<file path="config.mk">
export PLATFORM = sky130hd
export DESIGN_NAME = mwc_match_unit
export DESIGN_NICKNAME = d
export VERILOG_FILES = /design/src/rtl/mem_write_checker_pkg.sv /design/src/rtl/mem_write_checker_match_unit.sv
export SDC_FILE = /design/constraint.sdc
export NUM_CORES = 1
export LEC_CHECK = 0
export CAP_MARGIN = 20
export CORE_AREA = 2 2 134 136
export DETAILED_ROUTE_END_ITERATION = 8
export DIE_AREA = 0 0 136 138
export SETUP_SLACK_MARGIN = 0.4
export SYNTH_ARGS = -nofsm -noshare
export SYNTH_HDL_FRONTEND = slang
export SYNTH_SLANG_ARGS = --single-unit
export TNS_END_PERCENT = 20
</file>
<file path="constraint.sdc">
create_clock -name vclk -period 2
set_input_delay 0.4 -clock vclk [all_inputs]
set_output_delay 0.4 -clock vclk [all_outputs]
set_load 0.02 [all_outputs]
</file>
<file path="src/rtl/mem_write_checker_pkg.sv">
// Shared types for the data-memory write checker: FSM states, failure codes
// and an index-width helper that keeps single-entry tables at one bit.
package mwc_pkg;

    typedef enum logic [1:0] {IDLE, RUN, PASS, FAIL} state_t;

    typedef enum logic [1:0] {
        FC_NONE    = 2'd0,
        FC_ADDR    = 2'd1,
        FC_DATA    = 2'd2,
        FC_TIMEOUT = 2'd3
    } fail_code_t;

    function automatic int idx_w(input int n);
        return (n > 1) ? $clog2(n) : 1;
    endfunction

endpackage

</file>
<file path="src/rtl/mem_write_checker_match_unit.sv">
// Combinational compare of one store against every expected entry, with
// lowest-index encoders and the selected entry for in-order checking.
module mwc_match_unit
    import mwc_pkg::*;
#(
    parameter int DW   = 32,
    parameter int AW   = 32,
    parameter int NEXP = 4,
    localparam int IW  = idx_w(NEXP)
) (
    input  logic [AW-1:0]      addr,
    input  logic [DW-1:0]      data,
    input  logic [NEXP*AW-1:0] exp_addr,
    input  logic [NEXP*DW-1:0] exp_data,
    input  logic [NEXP-1:0]    hit,
    input  logic [IW-1:0]      idx,
    output logic [NEXP-1:0]    addr_hit,
    output logic [NEXP-1:0]    pair_hit,
    output logic [NEXP-1:0]    free_hit,
    output logic [IW-1:0]      addr_idx,
    output logic [IW-1:0]      free_idx,
    output logic               ord_addr,
    output logic               ord_pair
);

    for (genvar i = 0; i < NEXP; i++) begin : g_ent
        assign addr_hit[i] = (addr == exp_addr[i*AW +: AW]);
        assign pair_hit[i] = addr_hit[i] && (data == exp_data[i*DW +: DW]);
    end

    // entries already consumed can no longer absorb a write
    assign free_hit = pair_hit & ~hit;

    always_comb begin
        addr_idx = '0;
        free_idx = '0;
        ord_addr = 1'b0;
        ord_pair = 1'b0;
        for (int i = NEXP - 1; i >= 0; i--) begin
            if (addr_hit[i]) addr_idx = IW'(i);
            if (free_hit[i]) free_idx = IW'(i);
            if (idx == IW'(i)) begin
                ord_addr = addr_hit[i];
                ord_pair = pair_hit[i];
            end
        end
    end

endmodule

</file>
== Word level (Yosys, flattened, before mapping) ==
Index checks and enable logic that the tools add are counted.

* Register bits: 0
* Input port bits: 326
* Output and inout bits: 18
* Logic and storage cells: 34

* Equal/unequal tests: 11
* Multiplexer cells: 16
* Bitwise operators: 2
* Reductions and logical operators: 5

{| class="wikitable"
|+ Operator list
! cell !! count
|-
| $eq A32 B32 Y1 || 8
|-
| $mux W2 || 8
|-
| $mux W1 || 8
|-
| $and A4 B4 Y4 || 1
|-
| $eq A2 B2 Y1 const B || 2
|-
| $logic_and A1 B1 Y1 || 4
|-
| $not A4 Y4 || 1
|-
| $eq A2 B1 Y1 const B || 1
|-
| $logic_not A2 Y1 || 1
|}

== Depth between registers and ports, before layout ==
* Word-level depth: 7
* Depth in mapped cells: 7
* Mapped depth without buffers: 7

== Worst setup path before layout ==
OpenSTA, ideal clock, no wires.

* Kind: in2out
* Start point: input exp_addr[119]
* End point: output free_idx[1]
* Arrival: 2.080 ns
* Data required time: 1.600 ns
* Setup slack: -0.480 ns
* Cell stages on the path: 6
* Buffers on the path: 0
* Cells stage by stage: xor2_1 > nor4_1 > nand4_1 > nor4_4 > a2bb2oi_1 > nor3_1

* Longest elaborated chain between the ends: 7

{| class="wikitable"
|+ RTL lines
! element !! RTL line !! RTL
|-
| start: declaration || mem_write_checker_match_unit.sv:13 || <nowiki>input logic [NEXP*AW-1:0] exp_addr,</nowiki>
|-
| $eq A32 B32 Y1 || mem_write_checker_match_unit.sv:27 || <nowiki>assign addr_hit[i] = (addr == exp_addr[i*AW +: AW]);</nowiki>
|-
| $logic_and A1 B1 Y1 || mem_write_checker_match_unit.sv:28 || <nowiki>assign pair_hit[i] = addr_hit[i] && (data == exp_data[i*DW +: DW]);</nowiki>
|-
| named net pair_hit[3] || mem_write_checker_match_unit.sv:18 || <nowiki>output logic [NEXP-1:0] pair_hit,</nowiki>
|-
| $and A4 B4 Y4 || mem_write_checker_match_unit.sv:32 || <nowiki>assign free_hit = pair_hit & ~hit;</nowiki>
|-
| $mux W2 (4 in a row) || mem_write_checker_match_unit.sv:41 || <nowiki>if (free_hit[i]) free_idx = IW'(i);</nowiki>
|-
| end: declaration || mem_write_checker_match_unit.sv:21 || <nowiki>output logic [IW-1:0] free_idx,</nowiki>
|}

The timed path passes the listed nets, and every way through them passes these cells.

== Worst setup path after layout ==
* Start point: input exp_data[127]
* End point: output free_idx[0]

* Longest elaborated chain between the ends: 7

{| class="wikitable"
|+ RTL lines
! element !! RTL line !! RTL
|-
| start: declaration || mem_write_checker_match_unit.sv:14 || <nowiki>input logic [NEXP*DW-1:0] exp_data,</nowiki>
|-
| $eq A32 B32 Y1 || mem_write_checker_match_unit.sv:28 ||
|-
| $logic_and A1 B1 Y1 || mem_write_checker_match_unit.sv:28 ||
|-
| $and A4 B4 Y4 || mem_write_checker_match_unit.sv:32 ||
|-
| $mux W2 (4 in a row) || mem_write_checker_match_unit.sv:41 ||
|}

No other way between the ends.

==> flow_metrics.py <==
metrics = {
    "status": {
        "status": "finished with violations",
        "failed_checks": "negative setup slack",
    },
    "final_layout": {
        "multi_input_area_sq_um": 3560,
        "instances_no_fill": 1029,
        "drive_gt1_frac": 0.356,
        "regArea_sq_um": 0,
        "seq_cell_count": 0,
        "syn2layout_area_growth_pct": 165,
        "nets": 1124,
        "fill_cells": 1831,
        "stdcell_area_sq_um": 7800,
        "clock_buffers": 0,
    },
    "synth": {
        "yosysUniqueCellTypes": 20,
        "syn-num-nets": 688,
        "synth_area_leader_cell": "xnor2_1",
        "yosys.area.top_type_share": 0.381,
        "synth_common_cells": "128 x xnor2_1, 128 x xor2_1, 41 x nand4_1",
        "netlist_instances": 362,
        "ys_top_cells_by_area": "xnor2_1 38%, xor2_1 38%, nand4_1 8.7%, nor4_1 8.5%, mux4_1 0.89%",
        "synth_area_sq_um": 2940,
        "yosys_warnings": 0,
        "ys_seq_area_frac": 0,
        "avgSynthCellArea_sq_um": 8.12,
    },
    "worst_setup_path": {
        "crit_type": "in2out",
        "crit_fanout": 4,
        "worst_ep_arrival_time_ns": 2.27,
        "cp-start-kind": "input pin",
        "cp-end-kind": "primary output",
        "required_ns": 1.60,
    },
    "sta": {
        "fin_tns_setup_ns": -8.35,
        "setup_viol_count_final": 18,
        "fin_crit_ns": 2.67,
        "tightest_slew_ns": 0.453,
        "report.final.slew_viol_count": 0,
        "max_freq_mhz": 375,
        "timing.final.crit_share": 1.33,
        "slew_headroom": 0.697,
        "rsz0062_at_grt": "true",
        "fin_ws_ns": -0.668,
        "hold_violations": 0,
    },
    "power": {
        "ir_worst_vdd_v": 0.0000841,
        "power.density_nw_per_um2": 180,
        "cellLeakagePower_nw": 3.93,
    },
    "die": {
        "pin_count": 344,
        "die_y_microns": 138,
        "start_util": 0.168,
        "die_area_sq_um": 18800,
        "rows": 49,
        "fp.dieW_microns": 136,
        "core_area_sq_um": 17500,
    },
    "placement": {
        "placed_area_sq_um": 7300,
        "dp_hpwl_microns": 16700,
        "portBuffers": 344,
        "place_congestion": 0.908,
        "place_inst": 1016,
    },
    "grt": {
        "grt_max_degree": 5,
        "antenna_found_initial": 4,
        "grt_pass1_vias": 4634,
        "grt_use_total": 0.185,
        "grt_overflow": 0,
        "grt_pass1_wl_microns": 26500,
    },
    "drt": {
        "antenna_left": 0,
        "dr.pass1.iters": 4,
        "vias": 4235,
        "drc_errors": 0,
        "wl_microns": 18400,
        "vias_per_cell": 4.12,
        "drtIter0Drc": 80,
        "wl_per_cell_microns": 17.9,
    },
    "worst_hold_path": {
        "hp-class": "in2out",
    },
    "run": {
        "cap_violations": 0,
    },
}
## power by group
group          leakage, nW  internal, mW   total (mW)  switching (mW)
registers                0             0            0               0
clock network    0.0000254   0.000000268  0.000000268               0
logic                 3.93         0.827         1.40           0.576
## routing by layer
layer	GRT usage	part of all wire	vias to the layer above
met2	0.346	0.52	160
li1	-	-	2135
met4	0.0323	0.018	0
met1	0.219	0.40	1922
met3	0.0330	0.064	18
met5	0	0	-
## layout make-up
class | count | area share
timing repair buffer | 434 | 0.504
multi-input combinational | 358 | 0.456
tap | 229 | 0.0367
inverter | 4 | 0.00192
antenna | 4 | 0.00128
## worst paths after layout
check | startpoint | endpoint | slack (ns) | cells past startpoint
setup / recovery | exp_data[127] | free_idx[0] | -0.67 | 9
hold / removal | hit[0] | free_hit[0] | 1.48 | 3
## placed cells by master, fill, tap and decap left out, drive strengths merged
master / instances
a21oi: 2
a2bb2oi: 1
and2: 2
and4: 1
buf: 147
clkbuf: 32
clkdlybuf4s15: 32
clkdlybuf4s50: 33
diode: 4
dlygate4sd2: 122
dlymetal6s2s: 68
inv: 4
mux4: 2
nand2: 1
nand2b: 1
nand4: 41
nor2: 5
nor2b: 1
nor3: 2
nor4: 42
o211ai: 1
xnor2: 128
xor2: 128
## cells by family after synthesis
| group | after synthesis | synth area share |
|---|---|---|
| buffers and inverters | 4 | 0.00510 |
| XOR/XNOR | 256 | 0.763 |
| multiplexers | 2 | 0.0166 |
| AND/OR/NAND/NOR | 96 | 0.207 |
| AO/OA/AOI/OAI | 4 | 0.00894 |
## stage by stage
stage | util | power (mW) | hold WS, ns | setup slack (ns)
floorplan | - | 0.429 | 0.860 | -0.325
global placement | 0.417 | 1.42 | 1.86 | -1.71
detailed placement | 0.417 | 1.42 | 1.86 | -1.71
CTS | 0.425 | 1.36 | 1.51 | -0.703
global route | 0.445 | 1.51 | 1.50 | -0.757
finish | 0.445 | 1.40 | 1.48 | -0.668
## critical path, stage by stage
cell	delay, ns
dlygate4sd2_1	0.24
xor2_1	0.16
nor4_1	0.18
nand4_1	0.25
buf_4	0.22
nor4_4	0.36
o211ai_1	0.16
a21oi_2	0.14
buf_4	0.15
## timing repair
item                       in CTS  in global routing
hold buffers                    0                  0
setup endpoints to repair      18                 18
resized for setup             540                214
pin swaps                     119                107
setup buffers                   7                  2
gates cloned                    0                  0
Note: power is estimated with default switching activity, not from simulation.
